<file path="src/rtl/ex_hazard_controller_pkg.sv">
// ex_hazard_controller_pkg: shared types, FSM encodings and hazard helper for the EX hazard controller.
package ex_hazard_controller_pkg;

    typedef logic [4:0] reg_label_t;

    localparam logic [0:0] IDLE     = 1'b0;
    localparam logic [0:0] MD_BUSY  = 1'b1;
    localparam reg_label_t X0_LABEL = 5'd0;

    // x0 is hardwired to zero, so a load targeting it never creates a dependency.
    function automatic logic load_use(
        input reg_label_t rs1,
        input reg_label_t rs2,
        input logic       rs1_used,
        input logic       rs2_used,
        input reg_label_t rd,
        input logic       is_load
    );
        return is_load && rd != X0_LABEL && ((rs1_used && rs1 == rd) || (rs2_used && rs2 == rd));
    endfunction

endpackage

</file>
<file path="src/rtl/ex_hazard_controller_if.sv">
// ex_hazard_controller_if: pipeline hazard inputs, mul/div handshake and pipeline-register controls.
interface ex_hazard_controller_if;
    import ex_hazard_controller_pkg::*;

    reg_label_t rs1_label_id_i;
    reg_label_t rs2_label_id_i;
    reg_label_t rd_label_ex_i;
    logic       rs1_used_id_i;
    logic       rs2_used_id_i;
    logic       is_load_instr_ex_i;
    logic       branching_ex_i;
    logic       md_req_ex_i;
    logic       md_done_i;
    logic       md_start_o;
    logic       pc_en_o;
    logic       if_id_en_o;
    logic       id_ex_en_o;
    logic       if_id_flush_o;
    logic       id_ex_flush_o;
    logic       ex_mem_bubble_o;

    modport master (
        input  rs1_label_id_i, rs2_label_id_i, rd_label_ex_i, rs1_used_id_i, rs2_used_id_i,
               is_load_instr_ex_i, branching_ex_i, md_req_ex_i, md_done_i,
        output md_start_o, pc_en_o, if_id_en_o, id_ex_en_o, if_id_flush_o, id_ex_flush_o,
               ex_mem_bubble_o
    );

    modport slave (
        output rs1_label_id_i, rs2_label_id_i, rd_label_ex_i, rs1_used_id_i, rs2_used_id_i,
               is_load_instr_ex_i, branching_ex_i, md_req_ex_i, md_done_i,
        input  md_start_o, pc_en_o, if_id_en_o, id_ex_en_o, if_id_flush_o, id_ex_flush_o,
               ex_mem_bubble_o
    );

endinterface

</file>
<file path="src/rtl/ex_hazard_controller_sat_counter.sv">
// sat_counter: enabled up-counter that sticks at all-ones, asynchronously cleared.
module sat_counter #(
    parameter int W = 32
) (
    input  logic         clk_i,
    input  logic         rst_ni,
    input  logic         en,
    output logic [W-1:0] q
);

    always_ff @(posedge clk_i or negedge rst_ni) begin
        if (!rst_ni) q <= '0;
        else if (en && !(&q)) q <= q + 1'b1;
    end

endmodule

</file>
<file path="src/rtl/ex_hazard_controller.sv">
// ex_hazard_controller: EX-stage sequencing of load-use stalls, branch flushes and mul/div occupancy.
module ex_hazard_controller
    import ex_hazard_controller_pkg::*;
#(
    parameter int MD_TIMEOUT = 64,
    parameter int CNT_W      = 32
) (
    input  logic                   clk_i,
    input  logic                   rst_ni,
    ex_hazard_controller_if.master hz,
    output logic                   md_error_o,
    output logic [CNT_W-1:0]       stall_cnt_o,
    output logic [CNT_W-1:0]       flush_cnt_o
);

    localparam int TW = $clog2(MD_TIMEOUT);

    logic [0:0]    state_q;
    logic [TW-1:0] tmo_q;
    logic          busy, rel, hold, start, lu, br;

    always_comb begin
        busy  = state_q == MD_BUSY;
        rel   = busy && (hz.md_done_i || tmo_q == TW'(MD_TIMEOUT - 1));
        hold  = busy && !rel;
        br    = !busy && hz.branching_ex_i;
        start = !busy && !hz.branching_ex_i && hz.md_req_ex_i;
        lu    = !busy && !hz.branching_ex_i && !hz.md_req_ex_i &&
                load_use(hz.rs1_label_id_i, hz.rs2_label_id_i, hz.rs1_used_id_i,
                         hz.rs2_used_id_i, hz.rd_label_ex_i, hz.is_load_instr_ex_i);
    end

    // Reset forces the pipeline to free-run so nothing is started or flushed while held.
    assign hz.md_start_o      = rst_ni && start;
    assign hz.pc_en_o         = !rst_ni || !(hold || start || lu);
    assign hz.if_id_en_o      = !rst_ni || !(hold || start || lu);
    assign hz.id_ex_en_o      = !rst_ni || !(hold || start);
    assign hz.if_id_flush_o   = rst_ni && br;
    assign hz.id_ex_flush_o   = rst_ni && (br || lu);
    assign hz.ex_mem_bubble_o = rst_ni && (hold || start);

    always_ff @(posedge clk_i or negedge rst_ni) begin
        if (!rst_ni) begin
            state_q    <= IDLE;
            tmo_q      <= '0;
            md_error_o <= 1'b0;
        end else if (start) begin
            state_q <= MD_BUSY;
            tmo_q   <= '0;
        end else if (rel) begin
            state_q    <= IDLE;
            md_error_o <= md_error_o || !hz.md_done_i;
        end else if (hold) begin
            tmo_q <= tmo_q + 1'b1;
        end
    end

    sat_counter #(.W(CNT_W)) u_stall_cnt (
        .clk_i  (clk_i),
        .rst_ni (rst_ni),
        .en     (!hz.pc_en_o),
        .q      (stall_cnt_o)
    );

    sat_counter #(.W(CNT_W)) u_flush_cnt (
        .clk_i  (clk_i),
        .rst_ni (rst_ni),
        .en     (br),
        .q      (flush_cnt_o)
    );

endmodule

</file>
<file path="src/flat_wrapper.sv">
// flat-port wrapper written by rule: the top's interface ports become plain ports
module ex_hazard_controller_flat import ex_hazard_controller_pkg::*;
#(
    parameter int MD_TIMEOUT = 64,
    parameter int CNT_W      = 32
)
  (clk_i, rst_ni, md_error_o, stall_cnt_o, flush_cnt_o, hz_rs1_label_id_i, hz_rs2_label_id_i, hz_rd_label_ex_i, hz_rs1_used_id_i, hz_rs2_used_id_i, hz_is_load_instr_ex_i, hz_branching_ex_i, hz_md_req_ex_i, hz_md_done_i, hz_md_start_o, hz_pc_en_o, hz_if_id_en_o, hz_id_ex_en_o, hz_if_id_flush_o, hz_id_ex_flush_o, hz_ex_mem_bubble_o);
  ex_hazard_controller_if hz_i ();
  input  logic clk_i;
  input  logic rst_ni;
  output logic md_error_o;
  output logic [CNT_W-1:0] stall_cnt_o;
  output logic [CNT_W-1:0] flush_cnt_o;
  input wire logic [$bits(hz_i.rs1_label_id_i)-1:0] hz_rs1_label_id_i;
  input wire logic [$bits(hz_i.rs2_label_id_i)-1:0] hz_rs2_label_id_i;
  input wire logic [$bits(hz_i.rd_label_ex_i)-1:0] hz_rd_label_ex_i;
  input wire logic [$bits(hz_i.rs1_used_id_i)-1:0] hz_rs1_used_id_i;
  input wire logic [$bits(hz_i.rs2_used_id_i)-1:0] hz_rs2_used_id_i;
  input wire logic [$bits(hz_i.is_load_instr_ex_i)-1:0] hz_is_load_instr_ex_i;
  input wire logic [$bits(hz_i.branching_ex_i)-1:0] hz_branching_ex_i;
  input wire logic [$bits(hz_i.md_req_ex_i)-1:0] hz_md_req_ex_i;
  input wire logic [$bits(hz_i.md_done_i)-1:0] hz_md_done_i;
  output wire logic [$bits(hz_i.md_start_o)-1:0] hz_md_start_o;
  output wire logic [$bits(hz_i.pc_en_o)-1:0] hz_pc_en_o;
  output wire logic [$bits(hz_i.if_id_en_o)-1:0] hz_if_id_en_o;
  output wire logic [$bits(hz_i.id_ex_en_o)-1:0] hz_id_ex_en_o;
  output wire logic [$bits(hz_i.if_id_flush_o)-1:0] hz_if_id_flush_o;
  output wire logic [$bits(hz_i.id_ex_flush_o)-1:0] hz_id_ex_flush_o;
  output wire logic [$bits(hz_i.ex_mem_bubble_o)-1:0] hz_ex_mem_bubble_o;
  assign hz_i.rs1_label_id_i = hz_rs1_label_id_i;
  assign hz_i.rs2_label_id_i = hz_rs2_label_id_i;
  assign hz_i.rd_label_ex_i = hz_rd_label_ex_i;
  assign hz_i.rs1_used_id_i = hz_rs1_used_id_i;
  assign hz_i.rs2_used_id_i = hz_rs2_used_id_i;
  assign hz_i.is_load_instr_ex_i = hz_is_load_instr_ex_i;
  assign hz_i.branching_ex_i = hz_branching_ex_i;
  assign hz_i.md_req_ex_i = hz_md_req_ex_i;
  assign hz_i.md_done_i = hz_md_done_i;
  assign hz_md_start_o = hz_i.md_start_o;
  assign hz_pc_en_o = hz_i.pc_en_o;
  assign hz_if_id_en_o = hz_i.if_id_en_o;
  assign hz_id_ex_en_o = hz_i.id_ex_en_o;
  assign hz_if_id_flush_o = hz_i.if_id_flush_o;
  assign hz_id_ex_flush_o = hz_i.id_ex_flush_o;
  assign hz_ex_mem_bubble_o = hz_i.ex_mem_bubble_o;
  ex_hazard_controller #(.MD_TIMEOUT(MD_TIMEOUT), .CNT_W(CNT_W)) u_core (.clk_i(clk_i), .rst_ni(rst_ni), .hz(hz_i), .md_error_o(md_error_o), .stall_cnt_o(stall_cnt_o), .flush_cnt_o(flush_cnt_o));
endmodule
</file>
<file path="config.mk">
export PLATFORM = sky130hd
export DESIGN_NAME = ex_hazard_controller_flat
export DESIGN_NICKNAME = d
export VERILOG_FILES = /design/src/rtl/ex_hazard_controller_pkg.sv /design/src/rtl/ex_hazard_controller_if.sv /design/src/rtl/ex_hazard_controller_sat_counter.sv /design/src/rtl/ex_hazard_controller.sv /design/src/flat_wrapper.sv
export SDC_FILE = /design/constraint.sdc
export NUM_CORES = 1
export LEC_CHECK = 0
export CAP_MARGIN = 20
export CORE_MARGIN = 2
export CORE_UTILIZATION = 50
export DETAILED_ROUTE_END_ITERATION = 12
export MAX_ROUTING_LAYER = met4
export PLACE_DENSITY = 0.79
export SLEW_MARGIN = 10
export SYNTH_ARGS = -nofsm -noshare
export SYNTH_HDL_FRONTEND = slang
export SYNTH_SLANG_ARGS = --single-unit
</file>
<file path="constraint.sdc">
create_clock -name clk_i -period 3.1 [get_ports clk_i]
set_input_delay 0.465 -clock clk_i [delete_from_list [all_inputs] [get_ports clk_i]]
set_output_delay 0.465 -clock clk_i [all_outputs]
set_load 0.005 [all_outputs]
</file>
==> results of run 1 <==
worst paths after layout:
path                                         from                        to  slack (ps)  cells past startpoint
worst max-delay path              u_core.tmo_q[0]                hz_pc_en_o         200                      8
worst min-delay path                       rst_ni         u_core.md_error_o         180                      2
worst max register to register    u_core.tmo_q[0]  u_core.u_stall_cnt.q[27]         740                     10
worst min register to register  u_core.md_error_o         u_core.md_error_o         470                      1
max in group asynchronous                  rst_ni  u_core.u_flush_cnt.q[25]        2340                      2
min in group clk_i              u_core.md_error_o         u_core.md_error_o         470                      1
layer usage:
layer  GRT usage, %  routed length [µm]  share of wire [%]
met5              -                   0                  0
met4          5.372                  76               0.97
met3          4.757                 395                5.1
met2          35.27                3729                 48
met1          29.67                3610                 46
report_power, final:
group | total (W) | internal (W) | switching, W
clock network | 0.000787 | 0.000445 | 0.000342
logic | 0.000411 | 0.000254 | 0.000157
registers | 0.00114 | 0.00103 | 0.000118
cell families after synthesis:
logic type	after synthesis	synth area share [%]
AND/OR/NAND/NOR	171	24.73
XOR/XNOR	72	17.91
flip-flops	72	50.58
AO/OA/AOI/OAI	15	3.337
buffers and inverters	13	1.756
adder cells (fa/ha/maj)	3	1.054
multiplexers	2	0.6322
area by class of cell:
type | count | area (µm²)
clock buffer | 9 | 123.9
clock inverter | 6 | 85.08
fill | 549 | 1994
inverter | 9 | 35.03
multi-input combinational | 263 | 1705
sequential | 72 | 1802
tap | 96 | 120.1
timing repair buffer | 98 | 965.9
cell usage in the layout, fill, tap and decap left out, types with 3 or more instances in the layout:
| master | n |
|---|---|
| clkdlybuf4s50_1 | 93 |
| dfrtp_1 | 72 |
| xnor2_1 | 47 |
| nor2_1 | 37 |
| nand2_1 | 36 |
| nand3_1 | 25 |
| nand4_1 | 24 |
| xor2_1 | 24 |
| nor3_1 | 15 |
| and3_1 | 9 |
| clkbuf_8 | 9 |
| inv_1 | 8 |
| and4_1 | 5 |
| buf_4 | 4 |
| clkinv_2 | 3 |
| and2_1 | 3 |
| o21ai_0 | 3 |
| ha_1 | 3 |
registers in the layout, indices dropped and copies added, names as in the netlist:
signal                count
u_core.u_stall_cnt.q     32
u_core.u_flush_cnt.q     32
u_core.busy               1
u_core.tmo_q              6
u_core.md_error_o         1
through the flow:
stage                     instances  setup slack (ps)  power (W)  cell area (µm²)  hold slack [ps]
after floorplan                 348             971.5   0.001310             3562            169.4
after global placement          538             280.0   0.001563             4621            455.0
after detailed placement        538             221.8   0.001574             4621            456.9
after CTS                       553             91.48   0.002358             4830            174.1
after global routing            553             15.24   0.002469             4837            194.2
final                           553             196.6   0.002343             4837            179.2
cells in the mapped netlist, types with 2 or more instances:
library cell  instances
dfrtp_1              72
xnor2_1              47
nor2_1               37
nand2_1              36
nand3_1              25
nand4_1              24
xor2_1               24
nor3_1               15
and3_1                9
inv_1                 8
and4_1                5
and2_1                3
ha_1                  3
o21ai_0               3
a21oi_1               2
a21oi_2               2
nand2_2               2
nand2b_1              2
nor4_2                2
o21ai_1               2
or2_2                 2
==> impl_results.md, run 1 <==
* Vias in the first global route at 2766
* Synthesized area per cell at 10.24 µm²
* Slowest stage delay, CP at 560 ps
* # clock sinks at 72
* Hold Crit Class: primary input to asynchronous set/reset pin
* Register bit total from synthesis at 72
* Detail Placement HPWL at 5.719 mm
* Vias/cell at 5.307
* Max Fclk at 344.4 MHz
* Final min period at 2903 ps
* Fin nets at 479
* Grt ovf at 0
* Largest area contributor in the netlist: dfrtp_1
* CTS root buf: clkbuf_8
* Number of distinct library cells after synthesis at 44
* Ys Warns at 0
* Via Count at 2935
* Routed wire length at 7.811 mm
* DR WL/cell at 14.12 µm
* Worst-path clk slew at 70 ps
* Synth area leaders: dfrtp_1, xnor2_1, xor2_1, nand4_1, nor2_1
* Post-synth ARST share at 100.0%
* Fin util at 70.81%
* Critical Path AT at 2440 ps
* Post-CTS Hold Buffers at 0
* # DRC at 0
* Die W at 88.41 µm
* Initial antenna violation count at 0
* Initial core utilization at 52.14%
* Seq/Total Area, Yosys at 50.58%
* Worst slew margin at 57.39%
* Antenna-violating nets left at 0
* Pleak at 2.046 nW
* Synthesized cell area at 3562 µm²
* PwrDens at 484.3 nW/µm²
* Post-cts sizing count at 0
* Critical Path Start Type: flip-flop
* Crit path cell chain: ha_1 > nand3_1 > o21bai_4 > nand2_2 > nand2_2 > clkinv_2 > a21oi_4 > clkdlybuf4s50_1
* Crit path buffers/inverters at 2
* GP Congestion at 0.8101
* Fin Setup TNS at 0 ps
* CORE AREA at 6832 µm²
* Critical Path RT at 2630 ps
* Largest net degree at the start of global routing at 52
* Hold Violations, Final at 0
* ANT cells at 0
* Worst IR drop on VDD at 336.2 µV
* Fin crit share at 93.66%
* CTS tree: built
* Critical path class: flip-flop to output pin
* Post-synth EDFFs at 0
* Ratio of cells with drive above 1 in the final layout at 8.096%
* Final Skew at 5.853 ps
* Cells after synthesis at 348
* Htree depth at 3
* Clock Latency Late Sink at 340 ps
* CTS Buf Count at 9
* Max-slew violations at 0
* MaxCap Viol Count at 0
* Clock buffer depth at 2
* Unrepaired setup endpoints after global routing: false
* Mapped Nets at 374
* Crit path top cell by count: nand2_2
* CP Capture Type: output pin
* Worst-Margin Slew at 639.1 ps
* Outcome: completed
* Die footprint at 7815 µm²
* Global-route usage over all layers at 22.30%
* Drt first-iter violations at 119
* IO Count at 95
* Post-CTS setup buffers at 0
* Main synth FF type: dfrtp_1
* CP Max Fanout at 8
* DR pass1 iterations at 4
* Row Count at 30
* Setup violators final at 0
* Synth top area share at 50.58%
* Area grow syn2layout at 35.79%
* CP delay by family, top: buffers and inverters
* PortBufs at 94
* Die height at 88.41 µm
* Global-route wire length before repair at 13.22 mm
* CP max stage cell: clkdlybuf4s50_1
(Power assumes the default switching activity.)
==> inputs of run 2 (changes only) <==
--- a/config.mk
+++ b/config.mk
@@ -6,11 +6,12 @@
 export NUM_CORES = 1
 export LEC_CHECK = 0
 export CAP_MARGIN = 20
-export CORE_MARGIN = 2
-export CORE_UTILIZATION = 50
+export CORE_MARGIN = 1
+export CORE_UTILIZATION = 44
 export DETAILED_ROUTE_END_ITERATION = 12
 export MAX_ROUTING_LAYER = met4
-export PLACE_DENSITY = 0.79
+export PLACE_DENSITY = 0.74
+export SETUP_SLACK_MARGIN = 0.05
 export SLEW_MARGIN = 10
 export SYNTH_ARGS = -nofsm -noshare
 export SYNTH_HDL_FRONTEND = slang
==> constraint.sdc (replaced) <==
create_clock -name clk_i -period 2.59 [get_ports clk_i]
set_input_delay 0.3885 -clock clk_i [delete_from_list [all_inputs] [get_ports clk_i]]
set_output_delay 0.3885 -clock clk_i [all_outputs]
set_load 0.005 [all_outputs]
==> run 2 against run 1 <==
Setup slack worse by 73 ps. Clock skew rose by 4.8 ps. Flip-flop and latch count is the same. Worst hold slack gained 240 ps. Sequential power rose by 19%. Cell count grew 2.9%. Clock power up 6.7%. Power grew 16%. Design area rose by 1.4%. Non-clock buffer count increased by 9. Global-route usage down 1.4 points. Largest cell class unchanged.
==> impl_results.md, run 2 (synthesis gave the netlist of run 1 again) <==
* Vias in the first global route at 2826
* P_int at 0.001969 W
* Detail Placement HPWL at 5.893 mm
* Pleak at 2.077 nW
* Area grow syn2layout at 37.65%
* Max Fclk at 405.4 MHz
* Max-slew violations at 0
* Ratio of cells with drive above 1 in the final layout at 10.06%
* Biggest regs: u_core.u_flush_cnt.q: 32 flops, u_core.u_stall_cnt.q: 32 flops, u_core.tmo_q: 6 flops
* Worst IR drop on VDD at 414.2 µV
* Initial antenna violation count at 0
* Critical Path Start Type: primary input
* Grt ovf at 0
* Fin crit share at 95.24%
* IO Count at 95
* Uppermost layer routed: met4
* CP Max Fanout at 10
* Routed wire length at 7.941 mm
* Initial core utilization at 45.86%
* Die W at 91.98 µm
* CP max stage cell: dlygate4sd3_1
* Critical Path AT at 2080 ps
* Unrepaired setup endpoints after global routing: false
* Switching part of the total power at 27.38%
* Final min period at 2467 ps
* Comb pwr share at 18.7%
* Antenna-violating nets left at 0
* Flop pwr share at 50.3%
* Fin nets at 488
* CTS Buf Count at 9
* Final cell count without fillers at 569
* Worst-Margin Slew at 855.8 ps
* Global-route wire length before repair at 13.46 mm
* Hold Violations, Final at 0
* Htree depth at 3
* DR WL/cell at 13.96 µm
* Critical Path RT at 2200 ps
* CP delay by family, top: buffers and inverters
* Row Count at 32
* Outcome: completed
* Final Skew at 10.67 ps
* PwrDens at 552.9 nW/µm²
* CORE AREA at 7767 µm²
* DRT met1 WL at 3.724 mm
* DR WL met3 at 305 µm
* Post-placement cell count at 549
* Slowest stage delay, CP at 520 ps
* Worst-path clk slew at 70 ps
* Vias/cell at 5.116
* Die height at 91.98 µm
* Worst slew margin at 42.95%
* CP Capture Type: output pin
* Crit path buffers/inverters at 3
* Largest net degree at the start of global routing at 68
* Clock buffer depth at 2
* GP Congestion at 0.8801
* Setup ws final at 123.3 ps
* Met2 routed WL at 3.783 mm
* DR pass1 iterations at 4
* Clock network fraction of design power at 31.0%
* Commonest non-fill, non-tap cell in the layout: clkdlybuf4s50_1
* PortBufs at 94
* Filler Cell Count at 657
* CTS tree: built
* Via Count at 2911
* Critical path class: primary input to output pin
* MaxCap Viol Count at 0
* Die footprint at 8459 µm²
* Clock Latency Late Sink at 340 ps
* Setup violators final at 0
* CTS root buf: clkbuf_8
* Hold Crit Class: primary input to asynchronous set/reset pin
* Place WS at -23.69 ps
* # DRC at 0
* Commonest non-fill, non-tap cells in the layout: clkdlybuf4s50_1, dfrtp_1, xnor2_1
* ANT cells at 0
* Power Total at 0.002711 W
* Drt first-iter violations at 73
* Crit path cell chain: dlygate4sd3_1 > clkbuf_4 > nand4b_1 > a21oi_2 > a21o_1 > clkdlybuf4s50_1
* Switch Pwr at 0.0007423 W
* Global-route usage over all layers at 20.86%
* # clock sinks at 72
run 2: changes by cell type in the layout (fill, tap and decap cells not counted), moves of 2 or more:
cell,delta
dlygate4sd2_1,+2
bufinv_16,-2
clkdlybuf4s50_1,-2
clkbuf_8,+3
buf_4,+8
run 2: worst reg2reg max path, delay by kind of cell, from the launching register on:
kind                      cells  cell delay [ps]
and+or+nand+nor               6             1400
DFF                           1              440
buffers and inverters         1              190
xor gates and xnor gates      1              140
run 2: final timing paths:
kind                                          startpoint                  endpoint  slack (ps)  depth (start not counted)
worst max-delay path                              rst_ni          hz_id_ex_flush_o         120                          6
worst min-delay path                              rst_ni           u_core.tmo_q[4]         420                          2
worst max register to register  u_core.u_stall_cnt.q[13]  u_core.u_stall_cnt.q[29]         290                          8
worst min register to register         u_core.md_error_o         u_core.md_error_o         480                          1
max in group asynchronous                         rst_ni  u_core.u_flush_cnt.q[25]        1110                          3
min in group clk_i                     u_core.md_error_o         u_core.md_error_o         480                          1
run 2: area by class of cell:
type / instances / area (µm²) / share of cell area (%)
clock inverter: 4 / 27.53 / 0.5614
clock buffer: 12 / 165.2 / 3.368
tap: 102 / 127.6 / 2.603
inverter: 9 / 35.03 / 0.7145
multi-input combinational: 263 / 1710 / 34.88
timing repair buffer: 107 / 1036 / 21.13
sequential: 72 / 1802 / 36.74
run 2: repair_timing:
item,4_1_cts,5_1_grt
resized for setup,4,1
endpoints found under the setup margin,2,1
pin swaps,0,2
hold buffers,1,0
endpoints found under the hold margin,5,0
setup buffers,2,1
run 2: layer usage:
| metal | up-vias | global-route usage, % |
|---|---|---|
| met5 | - | - |
| met4 | 0 | 6.510 |
| met3 | 13 | 4.643 |
| met2 | 70 | 32.96 |
| met1 | 1411 | 26.83 |
| li1 | 1417 | - |
run 2: through the flow:
| step | util (%) | hold slack, ps | setup TNS (ps) | cell area (µm²) |
|---|---|---|---|---|
| floorplan | - | 92.91 | 0 | 3562 |
| global placement | 60.07 | 241.5 | 0 | 4666 |
| detailed placement | 60.07 | 242.9 | -23.69 | 4666 |
| CTS | 63.00 | 407.4 | 0 | 4893 |
| global route | 63.13 | 414.3 | 0 | 4903 |
| finish | 63.13 | 418.9 | 0 | 4903 |
run 2: power groups by stage:
stage	clock, W	sequential (W)	combinational, W
after floorplan	0	0.00136	0.000211
after global placement	0	0.00138	0.000487
after detailed placement	0	0.00138	0.000502
after CTS	0.000868	0.00136	0.000515
after global routing	0.000910	0.00139	0.000557
final	0.000840	0.00136	0.000508
==> inputs of run 3 (changes only) <==
--- a/config.mk
+++ b/config.mk
@@ -8,6 +8,8 @@
 export CAP_MARGIN = 20
 export CORE_MARGIN = 1
 export CORE_UTILIZATION = 44
+export CTS_CLUSTER_DIAMETER = 30
+export CTS_CLUSTER_SIZE = 30
 export DETAILED_ROUTE_END_ITERATION = 12
 export MAX_ROUTING_LAYER = met4
 export PLACE_DENSITY = 0.74
==> results of run 3 <==
No change in the layout: final DEF, timing and power equal those of run 2.
